File: config.mk
export PLATFORM = sky130hd
export DESIGN_NAME = deinterleaver_commutator
export DESIGN_NICKNAME = d
export VERILOG_FILES = /design/src/rtl/deinterleaver_commutator.sv
export SDC_FILE = /design/constraint.sdc
export NUM_CORES = 1
export LEC_CHECK = 0
export ABC_AREA = 1
export CORE_AREA = 2 2 55 57
export CTS_CLUSTER_SIZE = 16
export DETAILED_ROUTE_END_ITERATION = 8
export DIE_AREA = 0 0 57 59
export GPL_TIMING_DRIVEN = 0
export PLACE_DENSITY = 0.82
export SYNTH_ARGS = -nofsm -noshare
export SYNTH_HDL_FRONTEND = slang
export SYNTH_SLANG_ARGS = --single-unit
File: constraint.sdc
create_clock -name clk -period 2.55 [get_ports clk]
set_input_delay 0.51 -clock clk [delete_from_list [all_inputs] [get_ports clk]]
set_output_delay 0.51 -clock clk [all_outputs]
set_load 0.05 [all_outputs]
File: src/rtl/deinterleaver_commutator.sv
`default_nettype none
// +--------------------------------------------------------------------------+
// | Module   : deinterleaver_commutator                                      |
// | Brief    : Branch commutator for the convolutional (de)interleaver.      |
// |            Registered 1..NBR branch pointer advancing once per accepted  |
// |            symbol, frame-sync realignment, ascending/descending order,   |
// |            wrap pulse and misaligned-sync detection with saturating      |
// |            error counter.                                                |
// | Revision : 1.0 - initial release                                         |
// +--------------------------------------------------------------------------+
module deinterleaver_commutator #(
  parameter int NBR  = 12,  // number of branches, 2..16
  parameter int IDXW = 4    // branch index width, 2**IDXW > NBR
) (
  input  logic            clk,
  input  logic            rst,
  input  logic            en,
  input  logic            sync,
  input  logic            mode,
  output logic [IDXW-1:0] sel_idx,
  output logic [NBR-1:0]  sel_oh,
  output logic            sel_vld,
  output logic            wrap,
  output logic            sync_err,
  output logic [7:0]      err_cnt
);

  localparam logic [0:0]      c_st_idle   = 1'b0;
  localparam logic [0:0]      c_st_run    = 1'b1;
  localparam logic [IDXW-1:0] c_idx_first = IDXW'(1);
  localparam logic [IDXW-1:0] c_idx_last  = IDXW'(NBR);
  localparam logic [7:0]      c_cnt_max   = 8'hFF;

  logic [0:0]      state_q,    state_d;
  logic            mode_q,     mode_d;
  logic [IDXW-1:0] sel_idx_q,  sel_idx_d;
  logic [NBR-1:0]  sel_oh_q,   sel_oh_d;
  logic            sel_vld_q,  sel_vld_d;
  logic            wrap_q,     wrap_d;
  logic            sync_err_q, sync_err_d;
  logic [7:0]      err_cnt_q,  err_cnt_d;

  logic            w_on_boundary;
  logic [IDXW-1:0] w_start_idx;

  // A sync is aligned only when the pointer sits on the last branch of the
  // order currently in force; the new start branch follows the incoming mode.
  always_comb begin
    w_on_boundary = mode_q ? (sel_idx_q == c_idx_first) : (sel_idx_q == c_idx_last);
    w_start_idx   = mode ? c_idx_last : c_idx_first;
  end

  // Next-state: FSM, pointer stepping, pulses and error counting.
  always_comb begin
    state_d    = state_q;
    mode_d     = mode_q;
    sel_idx_d  = sel_idx_q;
    err_cnt_d  = err_cnt_q;
    wrap_d     = 1'b0;
    sync_err_d = 1'b0;

    if (en) begin
      case (state_q)
        c_st_idle: begin
          if (sync) begin
            mode_d    = mode;
            sel_idx_d = w_start_idx;
            state_d   = c_st_run;
          end
        end
        default: begin
          if (sync) begin
            mode_d    = mode;
            sel_idx_d = w_start_idx;
            if (!w_on_boundary) begin
              sync_err_d = 1'b1;
              if (err_cnt_q != c_cnt_max) begin
                err_cnt_d = err_cnt_q + 8'd1;
              end
            end
          end else if (!mode_q) begin
            if (sel_idx_q == c_idx_last) begin
              sel_idx_d = c_idx_first;
              wrap_d    = 1'b1;
            end else begin
              sel_idx_d = sel_idx_q + c_idx_first;
            end
          end else begin
            if (sel_idx_q == c_idx_first) begin
              sel_idx_d = c_idx_last;
              wrap_d    = 1'b1;
            end else begin
              sel_idx_d = sel_idx_q - c_idx_first;
            end
          end
        end
      endcase
    end
  end

  // One-hot and valid are derived from the next index so all three register
  // together and can never disagree.
  always_comb begin
    sel_oh_d = '0;
    for (int i = 0; i < NBR; i++) begin
      sel_oh_d[i] = (sel_idx_d == IDXW'(i + 1));
    end
    sel_vld_d = (sel_idx_d != '0);
  end

  // State registers with asynchronous clear.
  always_ff @(posedge clk or posedge rst) begin
    if (rst) begin
      state_q    <= c_st_idle;
      mode_q     <= 1'b0;
      sel_idx_q  <= '0;
      sel_oh_q   <= '0;
      sel_vld_q  <= 1'b0;
      wrap_q     <= 1'b0;
      sync_err_q <= 1'b0;
      err_cnt_q  <= '0;
    end else begin
      state_q    <= state_d;
      mode_q     <= mode_d;
      sel_idx_q  <= sel_idx_d;
      sel_oh_q   <= sel_oh_d;
      sel_vld_q  <= sel_vld_d;
      wrap_q     <= wrap_d;
      sync_err_q <= sync_err_d;
      err_cnt_q  <= err_cnt_d;
    end
  end

  assign sel_idx  = sel_idx_q;
  assign sel_oh   = sel_oh_q;
  assign sel_vld  = sel_vld_q;
  assign wrap     = wrap_q;
  assign sync_err = sync_err_q;
  assign err_cnt  = err_cnt_q;

endmodule
`default_nettype wire
Yosys cells after proc, flatten, opt, wreduce, memory -nomap -nowiden --
Index checks and enable logic that the tools add are counted. W data, S select, Z words.
Cells by class: equal/unequal tests 15, muxes and demuxes 21, magnitude comparators 0, reduce and logical (&&, ||, !) cells 3, multiply operators 0, add/subtract/negate cells 3, shift operators 0, div/mod/pow operators 0, bitwise logic cells 1
Operators by type and width (count):
- $mux W4 | 8
- $eq A4 B4 Y1 const B | 6
- $eq A4 B3 Y1 const B | 4
- $mux W1 | 13
- $add A8 B1 Y8 const B | 1
- $eq A4 B1 Y1 const B | 2
- $eq A4 B2 Y1 const B | 2
- $ne A8 B8 Y1 const B | 1
- $reduce_and A5 Y1 | 1
- $add A4 B1 Y4 const B | 1
- $reduce_bool A4 Y1 | 1
- $sub A4 B1 Y4 const B | 1
- $reduce_and A2 Y1 | 1
- $not A1 Y1 | 1
Word-level totals: bits in latches 0, bits in writable memories 0, bits of input ports 5, ROM bits 0, output and inout port bits 27, word-level logic and storage cells 51, memories 0, register bits after elaboration 29

Depth between registers and ports, before layout --
Gate-level depths: netlist of the first run.
word-level depth 7, depth in mapped cells 12, gate-level depth less buffers 12

Least setup slack after synthesis of the first run --
OpenSTA, ideal clock, no wires.
path kind reg-to-reg, start register sel_idx_q[0], in the netlist sel_idx[0], end register sel_oh_q[7], in the netlist sel_oh[7], arrival time 1.829 ns, required time 2.477 ns, setup time 0.073 ns, cell stages (with the launch flop) 9, setup slack 0.648 ns, clock period less this slack 1.902 ns, cells stage by stage dfrtp_1 inv_1 ha_1 xor2_1 o21bai_1 inv_1 nor2_2 inv_1 nor2_1
Between the ends: cells in the longest elaborated chain, start to end 7
RTL lines:
- start, declared | RTL line 36 | logic [IDXW-1:0] sel_idx_q, sel_idx_d;
- start signal, assigned | RTL line 125 | sel_idx_q <= sel_idx_d;
- $add A4 B1 Y4 (tied with other cells) | RTL line 86 | sel_idx_d = sel_idx_q + c_idx_first;
- $mux W4, on equally long branches | RTL line 82, 89
- $mux W4 (*) | RTL line 81 | end else if (!mode_q) begin
- $mux W4 (*) | RTL line 72 | if (sync) begin
- $mux W4 (*) | RTL line 63 | case (state_q)
- $mux W4 (*) | RTL line 62 | if (en) begin
- net sel_idx_d[1] | RTL line 36
- $eq A4 B4 Y1 (*) | RTL line 106 | sel_oh_d[i] = (sel_idx_d == IDXW'(i + 1));
- net sel_oh_d[7] | RTL line 37 | logic [NBR-1:0] sel_oh_q, sel_oh_d;
- end signal, assigned | RTL line 126 | sel_oh_q <= sel_oh_d;
- end, declared | RTL line 37
Mark *: on every way through the listed nets, which the timed path passes. The rest lies on a longest branch. A chain may end at the register's enable or synchronous reset.

Worst setup path in the final report of the first run --
start register sel_idx_q[3], in the netlist sel_idx[3], end output sel_idx[3]
RTL lines:
- end, declared | RTL line 20 | output logic [IDXW-1:0] sel_idx,
No word-level cell between the ends.

==> impl_metrics.csv, run 1 <==
group,metric,value,unit
clock_network,cts-htree-levels,2,
synth,synth_xor_area_share,5.59,%
sta,timing.fmax,454,MHz
synth,synth_edf_count,0,
final_layout,diodes,0,
final_layout,layout.cells.non_filler,231,
grt,overflow,0,
synth,synth-main-ff-cell,"dfrtp_1",
clock_network,cts_hold_buf,0,
synth,yosysTopAreaCellShare,51.5,%
clock_network,root_buffer,"clkbuf_4",
floorplanning,die_area,3360,µm²
clock_network,cts_tree,"done",
setup_path,cp_max_fo,8,
pwr,clkPwrFrac,16.2,%
clock_network,clk_pin_slew,0.09,ns
setup_path,path_cells,"clkdlybuf4s50_1",
synth,synth.mux.area_fraction,0,%
drt,wirelength,2930,µm
clock_network,cts_setup_buffers,0,
pwr,p_int,0.867,mW
synth,ys_types,25,
synth,syn_nets,170,
placement,io_buffers,31,
sta,period_share,86.3,%
setup_path,critPathMaxStageDelay,0.86,ns
pwr,switchingPower,0.707,mW
drt,ant_nets,0,
synth,synthAdderAreaFrac,3.55,%
job,maxCapViolCount,0,
synth,ys.warnings.count,0,
drt,drt_iter0_drc,33,
sta,skew,0.00671,ns
grt,gr-usage-all-layers,19.5,%
setup_path,cp-start-kind,"register",
pwr,p_per_area,870,nW/µm²
sta,tns,0,ns
synth,synth_area,1410,µm²
synth,synth_top_cells_by_area,"dfrtp_1 (51%), nand2_1 (10%), nor2_1 (5.6%)",
floorplanning,core,2710,µm²
clock_network,cts_resized,0,
sta,drv_slew,0,
setup_path,critPathBufInv,1,
setup_path,cp_slowest_cell,"clkdlybuf4s50_1",
drt,drt-pass1-iter-count,4,
setup_path,crit_required,2.04,ns
setup_path,arrival,1.69,ns
setup_path,worst_setup_path_end_kind,"output pin",
synth,ys_ff_latch,29,
setup_path,cp_top_family,"buffers and inverters",
floorplanning,die_h,59,µm
sta,rsz0062_at_grt,"no",
pwr,combPwrFrac,45.1,%
synth,synth_compound_area_share,3.55,%
sta,finalHoldViolations,0,
synth,synthSimpleGateAreaFrac,29.5,%
synth,synth_cells,161,
floorplanning,start_util,52.0,%
grt,grt_pass1_wl,5040,µm
floorplanning,num_rows,19,
synth,synthesis.area_per_instance,8.76,µm²
pwr,switching_share,44.9,%
sta,setup_violations,0,
sta,slew_headroom,28.6,%
clock_network,cts.path.max_buffers,2,
final_layout,layout-drive-gt1-share,11.0,%
synth,ys_seq_area_share,51.5,%
run_status,status,"finished, final reports clean",
clock_network,clk_latency,0.32,ns
clock_network,cts_made_buffers,5,
synth,synth_top_family_by_area,"simple AND/OR/NAND/NOR gates",
drt,drc,0,
pwr,p_leak,0.909,nW
pwr,seqPwrFrac,38.7,%
placement,gp_congestion,0.884,
pwr,worst_ir_drop_vdd,0.000769,V
grt,antenna_found_initial,0,
sta,tightest_slew,1.07,ns
sta,post-route-min-period,2.20,ns
synth,synth_top_area_cell,"dfrtp_1",
synth,synthArstFlopShare,100,%
grt,grt_start_max_net_pins,30,
drt,wire_per_inst,12.7,µm
drt,viasPerCell,5.11,
worst_hold_path,worstHoldPathType,"reg2reg",
placement,dp.cells,223,
drt,dr_total_vias,1180,
clock_network,clock-sinks,29,
sta,hold_slack,0.532,ns
floorplanning,die_w,57,µm
floorplanning,ios,32,
grt,grt_pass1_vias,1145,
final_layout,fin_nets,208,
setup_path,critPathKind,"reg2out",
final_layout,area_growth,28.4,%
placement,dp_hpwl,2230,µm
[power groups by stage]
stage,sequential (mW),combinational [mW],clock (mW)
after floorplan,0.859,0.246,0
after global placement,0.614,0.694,0
after detailed placement,0.618,0.712,0
after CTS,0.609,0.714,0.264
after global routing,0.622,0.765,0.280
final,0.609,0.711,0.255
[cell usage after synthesis (3+ instances only)]
library cell  instances
nor2_1               21
nand2_1              38
nand4_1               3
nand2_2               3
xnor2_1               4
ha_1                  4
inv_1                16
inv_2                 3
dfrtp_1              29
nand3_1              15
o21ai_0               3
xor2_1                5
a21oi_1               3
[placed cells by master (no fill, tap or decap), drive strengths merged]
| master | n |
|---|---|
| nand2 | 43 |
| dfrtp | 29 |
| nor3 | 1 |
| ha | 4 |
| clkbuf | 6 |
| clkdlybuf4s50 | 31 |
| nor2 | 24 |
| inv | 19 |
| nand4 | 3 |
| nand3 | 16 |
| a21oi | 3 |
| xor2 | 5 |
| and3 | 1 |
| or2 | 1 |
| o21bai | 1 |
| buf | 2 |
| xnor2 | 4 |
| a211oi | 1 |
| o21ai | 4 |
| clkinv | 2 |
[logic make-up after synthesis]
logic type,Yosys count
AOI/OAI and AO/OA,9
xor gates and xnor gates,9
adders and majority gates,4
buffers and inverters,21
DFF,29
and+or+nand+nor,89
[area by class of cell]
cell class	instances	area, µm²
Multi-Input combinational cell	111	594
Timing Repair Buffer	31	310
Inverter	19	71.3
Fill cell	231	900
Clock buffer	6	41.3
Clock inverter	2	10.0
Sequential cell	29	726
Buffer	2	18.8
Tap cell	31	38.8
[sequential cells by signal, indices dropped and copies added, names as in the netlist]
signal / count
sel_oh: 12
wrap: 1
sync_err: 1
err_cnt: 8
sel_idx: 4
sel_vld: 1
mode_q: 1
state_q: 1
[worst paths after layout]
check	from	end	slack, ns	depth (start not counted)
setup / recovery	sel_idx[3]	sel_idx[3]	0.35	1
min in group asynchronous	rst	err_cnt[6]	0.75	2
hold reg to reg	err_cnt[3]	err_cnt[3]	0.53	1
hold / removal	err_cnt[3]	err_cnt[3]	0.53	1
max in group asynchronous	rst	err_cnt[0]	1.15	2
setup reg to reg	sel_idx[0]	sel_oh[3]	0.71	8
[per-layer routing]
| layer | GRT usage [%] | routed length, µm | vias to the layer above |
|---|---|---|---|
| li1 | - | - | 582 |
| met5 | 0 | 0 | - |
| met3 | 5.68 | 157 | 3 |
| met2 | 34.2 | 1550 | 31 |
| met1 | 22.7 | 1190 | 564 |
| met4 | 7.31 | 25 | 0 |
[per-stage QoR]
step                utilization, %  area (µm²)  total power [mW]  setup slack (ns)
floorplan                        -        1410              1.11             0.648
global placement              64.9        1760              1.31             0.554
detailed placement            64.9        1760              1.33             0.463
CTS                           66.8        1810              1.59             0.346
global route                  66.8        1810              1.67             0.300
finish                        66.8        1810              1.57             0.349
Note: power is estimated with default switching activity, not from simulation.
==> run 2: changes to the inputs <==
--- a/config.mk
+++ b/config.mk
@@ -7,6 +7,7 @@
 export LEC_CHECK = 0
 export ABC_AREA = 1
 export CORE_AREA = 2 2 55 57
+export CTS_CLUSTER_DIAMETER = 100
 export CTS_CLUSTER_SIZE = 16
 export DETAILED_ROUTE_END_ITERATION = 8
 export DIE_AREA = 0 0 57 59
==> results of run 2 <==
The final DEF is identical to that of run 1; final timing and power are the same.
